--- src/rtl/dmem_lsu.sv ---
// Load/store unit between the MEM stage and a word-wide data RAM.
// Sub-word stores use read-modify-write; loads are lane-extracted and extended (big-endian).
module dmem_lsu (
  input  logic        clk,
  input  logic        rst,
  input  logic        req_i,
  input  logic [2:0]  op_i,
  input  logic [31:0] addr_i,
  input  logic [31:0] wdata_i,
  output logic [31:0] rdata_o,
  output logic        done_o,
  output logic        misalign_o,
  output logic        stall_o,
  output logic        ram_ce_o,
  output logic        ram_we_o,
  output logic [31:0] ram_addr_o,
  output logic [31:0] ram_data_o,
  input  logic [31:0] ram_data_i,
  input  logic        ram_ack_i
);

  typedef enum logic [2:0] {
    OP_LB  = 3'b000,
    OP_LBU = 3'b001,
    OP_LH  = 3'b010,
    OP_LHU = 3'b011,
    OP_LW  = 3'b100,
    OP_SB  = 3'b101,
    OP_SH  = 3'b110,
    OP_SW  = 3'b111
  } op_t;

  typedef enum logic [2:0] {
    S_IDLE,
    S_RD,
    S_RD_CAP,
    S_WR,
    S_DONE
  } state_t;

  state_t      state_q, state_d;
  op_t         op_q, op_d;
  logic [1:0]  off_q, off_d;
  logic [15:0] wdata_q, wdata_d;
  logic        seen_low_q, seen_low_d;
  logic [31:0] rdata_q, rdata_d;
  logic        done_q, done_d;
  logic        misalign_q, misalign_d;
  logic        ce_q, ce_d;
  logic        we_q, we_d;
  logic [31:0] raddr_q, raddr_d;
  logic [31:0] rwdata_q, rwdata_d;

  function automatic logic is_misaligned(input op_t op, input logic [1:0] off);
    case (op)
      OP_LH, OP_LHU, OP_SH: return off[0];
      OP_LW, OP_SW:         return off != 2'b00;
      default:              return 1'b0;
    endcase
  endfunction

  function automatic logic is_load(input op_t op);
    return !(op inside {OP_SB, OP_SH, OP_SW});
  endfunction

  // Lane 0 is the most significant byte, so the shift is (3-off)*8 = {~off,3'b0}.
  function automatic logic [31:0] load_fmt(input op_t op, input logic [1:0] off,
                                           input logic [31:0] w);
    logic [7:0]  b;
    logic [15:0] h;
    b = 8'(w >> {~off, 3'b000});
    h = 16'(w >> {~off[1], 4'b0000});
    case (op)
      OP_LB:   return {{24{b[7]}}, b};
      OP_LBU:  return {24'h000000, b};
      OP_LH:   return {{16{h[15]}}, h};
      OP_LHU:  return {16'h0000, h};
      default: return w;
    endcase
  endfunction

  function automatic logic [31:0] store_merge(input op_t op, input logic [1:0] off,
                                              input logic [15:0] wd, input logic [31:0] w);
    logic [31:0] mask;
    logic [31:0] ins;
    if (op == OP_SB) begin
      mask = 32'h0000_00FF << {~off, 3'b000};
      ins  = {24'h000000, wd[7:0]} << {~off, 3'b000};
    end else begin
      mask = 32'h0000_FFFF << {~off[1], 4'b0000};
      ins  = {16'h0000, wd} << {~off[1], 4'b0000};
    end
    return (w & ~mask) | ins;
  endfunction

  always_comb begin
    state_d    = state_q;
    op_d       = op_q;
    off_d      = off_q;
    wdata_d    = wdata_q;
    seen_low_d = seen_low_q;
    rdata_d    = rdata_q;
    done_d     = 1'b0;
    misalign_d = misalign_q;
    ce_d       = ce_q;
    we_d       = we_q;
    raddr_d    = raddr_q;
    rwdata_d   = rwdata_q;
    case (state_q)
      S_IDLE: begin
        if (req_i) begin
          op_d    = op_t'(op_i);
          off_d   = addr_i[1:0];
          wdata_d = wdata_i[15:0];
          raddr_d = {addr_i[31:2], 2'b00};
          if (is_misaligned(op_t'(op_i), addr_i[1:0])) begin
            misalign_d = 1'b1;
            rdata_d    = '0;
            done_d     = 1'b1;
            state_d    = S_DONE;
          end else if (op_t'(op_i) == OP_SW) begin
            misalign_d = 1'b0;
            ce_d       = 1'b1;
            we_d       = 1'b1;
            rwdata_d   = wdata_i;
            state_d    = S_WR;
          end else begin
            misalign_d = 1'b0;
            ce_d       = 1'b1;
            we_d       = 1'b0;
            state_d    = S_RD;
          end
        end
      end
      S_RD: state_d = S_RD_CAP;
      S_RD_CAP: begin
        if (is_load(op_q)) begin
          rdata_d = load_fmt(op_q, off_q, ram_data_i);
          ce_d    = 1'b0;
          done_d  = 1'b1;
          state_d = S_DONE;
        end else begin
          rwdata_d = store_merge(op_q, off_q, wdata_q, ram_data_i);
          we_d     = 1'b1;
          state_d  = S_WR;
        end
      end
      S_WR: begin
        // The write commits only on a high ack that follows an observed low ack.
        if (!ram_ack_i) begin
          seen_low_d = 1'b1;
        end else if (seen_low_q) begin
          seen_low_d = 1'b0;
          ce_d       = 1'b0;
          we_d       = 1'b0;
          rdata_d    = '0;
          done_d     = 1'b1;
          state_d    = S_DONE;
        end
      end
      S_DONE:  state_d = S_IDLE;
      default: state_d = S_IDLE;
    endcase
  end

  always_ff @(posedge clk or negedge rst) begin
    if (!rst) begin
      state_q    <= S_IDLE;
      op_q       <= OP_LB;
      off_q      <= '0;
      wdata_q    <= '0;
      seen_low_q <= 1'b0;
      rdata_q    <= '0;
      done_q     <= 1'b0;
      misalign_q <= 1'b0;
      ce_q       <= 1'b0;
      we_q       <= 1'b0;
      raddr_q    <= '0;
      rwdata_q   <= '0;
    end else begin
      state_q    <= state_d;
      op_q       <= op_d;
      off_q      <= off_d;
      wdata_q    <= wdata_d;
      seen_low_q <= seen_low_d;
      rdata_q    <= rdata_d;
      done_q     <= done_d;
      misalign_q <= misalign_d;
      ce_q       <= ce_d;
      we_q       <= we_d;
      raddr_q    <= raddr_d;
      rwdata_q   <= rwdata_d;
    end
  end

  assign rdata_o    = rdata_q;
  assign done_o     = done_q;
  assign misalign_o = misalign_q;
  assign ram_ce_o   = ce_q;
  assign ram_we_o   = we_q;
  assign ram_addr_o = raddr_q;
  assign ram_data_o = rwdata_q;
  assign stall_o    = req_i & ~done_q;

endmodule

--- config.mk ---
export PLATFORM = sky130hd
export DESIGN_NAME = dmem_lsu
export DESIGN_NICKNAME = d
export VERILOG_FILES = /design/src/rtl/dmem_lsu.sv
export SDC_FILE = /design/constraint.sdc
export NUM_CORES = 1
export LEC_CHECK = 0
export BUFFER_PORTS_ARGS = -buffer_cell sky130_fd_sc_hd__buf_2
export CAP_MARGIN = 20
export CORE_UTILIZATION = 46
export DETAILED_ROUTE_END_ITERATION = 8
export GPL_ROUTABILITY_DRIVEN = 0
export HOLD_SLACK_MARGIN = 0.03
export PLACE_DENSITY = 0.76
export SYNTH_ARGS = -nofsm -noshare
export SYNTH_HDL_FRONTEND = slang
export SYNTH_SLANG_ARGS = --single-unit
--- constraint.sdc ---
create_clock -name clk -period 2.1 [get_ports clk]
set_input_delay 0.21 -clock clk [delete_from_list [all_inputs] [get_ports clk]]
set_output_delay 0.21 -clock clk [all_outputs]
set_load 0.02 [all_outputs]
==> out/metrics.yaml, run 1 <==
routing:
  wirelength_mm: 20.1
  drt-initial-drc-count: 646
  viasPerCell: 5.79
  drc_errors: 0
  firstDrtPassIters: 5
  wl_per_cell_um: 19.8
  vias: 5859
  ant_nets: 0
cells_and_area:
  drive_above_1_share_pct: 45.8
  fillCellCount: 1078
  final_cell_mix: "200 x buf_2, 120 x dfrtp_1, 95 x mux2_2"
  layout_commonest_cell: "buf_2"
  area_growth_pct: 34.4
  layoutNonFillerInstCount: 1012
  fin_area_sq_mm: 0.00863
  final_nets: 927
floorplan:
  die_width_um: 120
  die_y_um: 120
  start_util_pct: 47.9
  core_sq_mm: 0.0134
  die-area_sq_mm: 0.0144
  rows: 42
  ios: 204
global_routing:
  grt-ovfl-total: 0
  antenna_found_initial: 2
  grt_pass1_wl_mm: 30.3
  track_usage_pct: 27.8
  grt_max_degree: 70
  grt_pass1_vias: 5755
placed_design:
  placed_cell_area_sq_mm: 0.00766
  portBuffers: 201
  dp.final_hpwl_mm: 13.7
  place_inst: 941
pwr:
  leakagePower_nw: 4.01
  p_int_mw: 8.25
  power_density_mw_per_mm2: 1660
  power_frac_comb_pct: 51.2
  p_clk_share_pct: 17.8
  p_sw_mw: 6.05
  vdd_drop_max_uv: 762
  p_total_mw: 14.3
  pwr-share-seq_pct: 31.0
  swShare_pct: 42.3
critical_path:
  required_ns: 2.40
  ff2ff_setup_slack_ns: 0.05
  cp-end-kind: "register"
  worst_setup_path_start_kind: "register"
  crit_type: "register to register"
  cp.arrival_ns: 2.36
  cp_max_fo: 8
  reg2reg_depth: 6
timing:
  fin_crit_sh_pct: 97.8
  clock.fmax_ghz: 0.487
  rsz0062_at_grt: "false"
  tightest_slew_ns: 0.635
  setup_viol: 0
  fin_crit_ns: 2.05
  drv_slew: 0
  max_slew_margin_pct: 57.6
  clock-skew-final_ns: 0.00652
  setup_tns_ns: 0
  hold_violations: 0
logic_synthesis:
  synth_area_leaders: "dfrtp_1 48%, mux2_2 17%, a31oi_1 4.7%"
  ys_seq_area_share_pct: 47.9
  synth_area_leader_cell: "dfrtp_1"
  synth_area_per_cell_sq_um: 10.8
  ys_ff_latch: 123
  synth.top_cell.area_share_pct: 47.9
  syn-cell-area_sq_mm: 0.00642
  synth_top_flop_cell: "dfrtp_1"
  synth_cell_types: 53
  async_flop_share_pct: 100
  yosys_warnings: 0
  netlist_instances: 597
  synth-edff-count: 0
clocking:
  h-tree-depth: 4
  cts_made_buffers: 17
  worstSkewPairLatency_ns: 0.42
  cts_tree: "done"
  cts_root_buffer: "clkbuf_16"
  clk_path_buf_depth: 2
  clkSinkCount: 123
  clkTransAtPathRegs_ns: 0.05
outcome:
  outcome: "completed"
hold_path:
  worstHoldPathType: "primary input to register"
  min_delay_path_depth: 2
flow_run:
  maxCapViolCount: 0
==> path summary, 6_finish.rpt <==
check,startpoint,to
max,state_q[2]$_DFFE_PN0P_,ram_data_o[21]$_DFFE_PN0P_
min,addr_i[13],ram_addr_o[13]$_DFFE_PN0P_
max reg2reg,state_q[2]$_DFFE_PN0P_,ram_data_o[21]$_DFFE_PN0P_
min reg2reg,ram_we_o$_DFFE_PN0P_,ram_we_o$_DFFE_PN0P_
max in group asynchronous,rst,ram_addr_o[4]$_DFFE_PN0P_
min in group asynchronous,rst,wdata_q[7]$_DFFE_PN0P_
==> cells by family after synthesis <==
logic type	after synthesis	synth area share, %
buffers and inverters	62	4.40
AO/OA/AOI/OAI	183	18.3
AND/OR/NAND/NOR	112	8.44
flip-flops	123	47.9
other	1	0.0584
multiplexers	116	20.9
==> routing by layer <==
layer / share of wire (%) / wire [um] / global-route usage [%]
met1: 39 / 7920 / 35.9
met3: 8.0 / 1610 / 5.94
met4: 3.5 / 695 / 15.2
met5: 0 / 0 / 0
met2: 49 / 9830 / 43.5
==> synth_stat cells, types with 5 or more instances <==
library cell  number
dfrtp_1          123
mux2_2            95
nor2_1            52
a31oi_1           48
o21ai_0           46
clkbuf_1          39
a21oi_1           33
nand3_1           16
o211ai_1          16
o31ai_1           16
nand2_1           14
mux2_4             9
or2_2              9
mux2i_1            8
a211oi_1           7
buf_1              6
buf_2              5
==> layout make-up <==
cell class | count | area, sq um | area share, %
multi-input combinational | 413 | 3090 | 35.9
sequential | 123 | 3080 | 35.7
clock inverter | 3 | 15.0 | 0.174
inverter | 5 | 21.3 | 0.247
antenna | 2 | 5.00 | 0.0580
timing repair buffer | 264 | 1700 | 19.7
tap | 176 | 220 | 2.55
clock buffer | 26 | 489 | 5.67
==> power groups by stage <==
| stage | Sequential [mW] | Combinational (mW) | Clock (mW) |
|---|---|---|---|
| CTS | 4.41 | 7.14 | 2.58 |
| global route | 4.57 | 7.78 | 2.70 |
| global placement | 4.35 | 6.86 | 0 |
| floorplan | 5.39 | 3.73 | 0 |
| finish | 4.43 | 7.33 | 2.54 |
| detailed placement | 4.43 | 7.02 | 0 |
==> flip-flops by register name, summed over array words and instances (netlist names) <==
register	cells
ram_data_o	32
rdata_o	32
ram_addr_o	30
wdata_q	16
op_q	3
state_q	3
off_q	2
done_o	1
misalign_o	1
ram_ce_o	1
ram_we_o	1
seen_low_q	1
==> what timing repair did <==
| item | 4_1_cts | 5_1_grt |
|---|---|---|
| gates resized for setup | 3 | 2 |
| hold endpoints to repair | 63 | 0 |
| pin swaps | 1 | 1 |
| buffers inserted | 1 | 4 |
| gates cloned | 0 | 3 |
| endpoints found under the setup margin | 47 | 36 |
| hold buffers | 32 | 0 |
==> critical path, cell delays in order, from the launching register on <==
cell,delay (ns)
dfrtp_2,0.44
or3b_4,0.42
or2_4,0.28
a2bb2oi_4,0.15
buf_12,0.14
buf_6,0.16
mux2_2,0.34
==> per-stage QoR <==
| step | util (%) | hold WS, ns | setup slack [ns] |
|---|---|---|---|
| floorplan | - | -0.0856 | 0.0316 |
| global placement | 57.2 | 0.192 | 0.108 |
| detailed placement | 57.2 | 0.201 | -0.0176 |
| CTS | 63.5 | 0.0313 | 0.00130 |
| global route | 64.4 | 0.0295 | 0.0152 |
| finish | 64.4 | 0.0415 | 0.0458 |
Note: power is estimated with default switching activity, not from simulation.
==> run 2, diff against run 1 <==
--- a/config.mk
+++ b/config.mk
@@ -7,6 +7,7 @@
 export LEC_CHECK = 0
 export BUFFER_PORTS_ARGS = -buffer_cell sky130_fd_sc_hd__buf_2
 export CAP_MARGIN = 20
+export CORE_MARGIN = 4
 export CORE_UTILIZATION = 46
 export DETAILED_ROUTE_END_ITERATION = 8
 export GPL_ROUTABILITY_DRIVEN = 0
==> run 2 against run 1 <==
Compared with the run above: die area up 10%; via count grew 1.4%; sequential power fell by 0.9%; critical path type unchanged.
==> out/metrics.yaml, run 2 (synthesis results as in run 1) <==
critical_path:
  crit_chain: "or3b_4 -> or2_4 -> a2bb2oi_4 -> buf_12 -> clkbuf_16 -> mux2_2"
  cp.arrival_ns: 2.36
  crit_type: "register to register"
  cp_max_fo: 16
  worst_setup_path_start_kind: "register"
  critPathLaunch: "state_q[2]$_DFFE_PN0P_"
  critPathSlowestCell: "dfrtp_2"
  cp-end-kind: "register"
  max_stage_delay_ns: 0.44
  r2r_start: "state_q[2]$_DFFE_PN0P_"
  required_ns: 2.40
clocking:
  clk_path_buf_depth: 2
  clkTransAtPathRegs_ns: 0.05
  worstSkewPairLatency_ns: 0.42
  clkSinkCount: 123
  cts_root_buffer: "clkbuf_16"
  cts_made_buffers: 17
  h-tree-depth: 4
  cts_tree: "done"
pwr:
  p_total_mw: 14.3
  vdd_drop_max_uv: 814
  leakagePower_nw: 3.98
  power_density_mw_per_mm2: 1680
global_routing:
  antenna_found_initial: 1
  grt_pass1_wl_mm: 31.5
  track_usage_pct: 24.9
  grt_max_degree: 55
  grt_pass1_vias: 6070
  grt-ovfl-total: 0
floorplan:
  ios: 204
  start_util_pct: 47.7
  core_sq_mm: 0.0135
  rows: 42
  die_y_um: 126
  die-area_sq_mm: 0.0159
  die_width_um: 126
routing:
  drc_errors: 0
  viasPerCell: 5.94
  m1WireLength_mm: 7.75
  wirelength_mm: 20.3
  met3WireLength_mm: 2.19
  wl_met2_mm: 9.73
  vias: 5941
  highest_layer: "met5"
  firstDrtPassIters: 5
  ant_nets: 0
  drt-initial-drc-count: 505
  wl_per_cell_um: 20.3
cells_and_area:
  fillCellCount: 1113
  multi_input_area_sq_mm: 0.00310
  diodes: 0
  area_growth_pct: 32.6
  final_cell_mix: "200 x buf_2, 122 x dfrtp_1, 95 x mux2_2"
  layout_commonest_cell: "buf_2"
  drive_above_1_share_pct: 46.5
  register_area_sq_mm: 0.00308
  final_nets: 920
timing:
  tightest_slew_ns: 0.620
  clock.fmax_ghz: 0.486
  setup_tns_ns: 0
  fin_crit_ns: 2.06
  fin_crit_sh_pct: 98.0
  hold_violations: 0
  timing.final.ws_setup_ns: 0.0420
  worst_hold_slack_ns: 0.0344
  drv_slew: 0
  clock-skew-final_ns: 0.00656
  setup_viol: 0
  max_slew_margin_pct: 58.6
placed_design:
  dp.final_hpwl_mm: 14.4
  portBuffers: 201
  dp_slack_ns: 0.0314
hold_path:
  worstHoldPathType: "primary input to register"
  holdCritStartpoint: "addr_i[30]"
outcome:
  outcome: "completed"
flow_run:
  maxCapViolCount: 0
[run 2: cell count changes in the layout (fill, tap and decap cells not counted), sizes merged]
cell,delta
buf,+2
diode,-2
clkinv,+1
dlygate4sd3,-9
clkbuf,-3
[run 2: routing by layer]
layer  vias to the layer above  track usage, %
met5                         -               0
met4                         2            10.2
met3                        66            9.06
met2                       377            38.7
met1                      2859            31.7
li1                       2637               -
[run 2: power by group]
part | switching, mW | internal [mW]
combinational | 4.27 | 3.09
clock | 0.970 | 1.55
sequential | 0.812 | 3.57
total | 6.05 | 8.22
[run 2: repair_timing]
item,in CTS,in global routing
setup buffers,0,3
hold buffers,23,0
resized for setup,0,3
setup endpoints to repair,0,48
hold endpoints to repair,62,0
[run 2: path summary, 6_finish.rpt]
| path | end | slack, ns | depth (start not counted) |
|---|---|---|---|
| worst min-delay path | ram_addr_o[30]$_DFFE_PN0P_ | 0.03 | 2 |
| worst max register to register | ram_data_o[7]$_DFFE_PN0P_ | 0.04 | 6 |
| min in group asynchronous | ram_data_o[18]$_DFFE_PN0P_ | 0.33 | 2 |
| max in group asynchronous | rdata_o[13]$_DFFE_PN0P_ | 0.97 | 3 |
| worst max-delay path | ram_data_o[7]$_DFFE_PN0P_ | 0.04 | 6 |
| worst min register to register | misalign_o$_DFFE_PN0P_ | 0.48 | 2 |
[run 2: per-stage QoR]
stage	cell area, sq um	cells	util [%]
floorplan	6420	598	-
global placement	7680	946	57.1
detailed placement	7680	946	57.1
CTS	8410	996	62.5
global route	8520	1001	63.3
finish	8520	1001	63.3
[run 2: area by class of cell]
cell class / count / share of cell area [%]
Sequential cell: 123 / 36.2
Multi-Input combinational cell: 413 / 36.4
Inverter: 5 / 0.250
Timing Repair Buffer: 257 / 18.7
Clock inverter: 4 / 0.235
Tap cell: 176 / 2.59
Clock buffer: 23 / 5.61
[run 2: critical path, delay by kind of cell (launching register included)]
kind | cells | cell delay, ns
compound gates | 1 | 0.14
buf+inv | 2 | 0.32
flops | 1 | 0.44
mux | 1 | 0.34
simple gates | 2 | 0.69
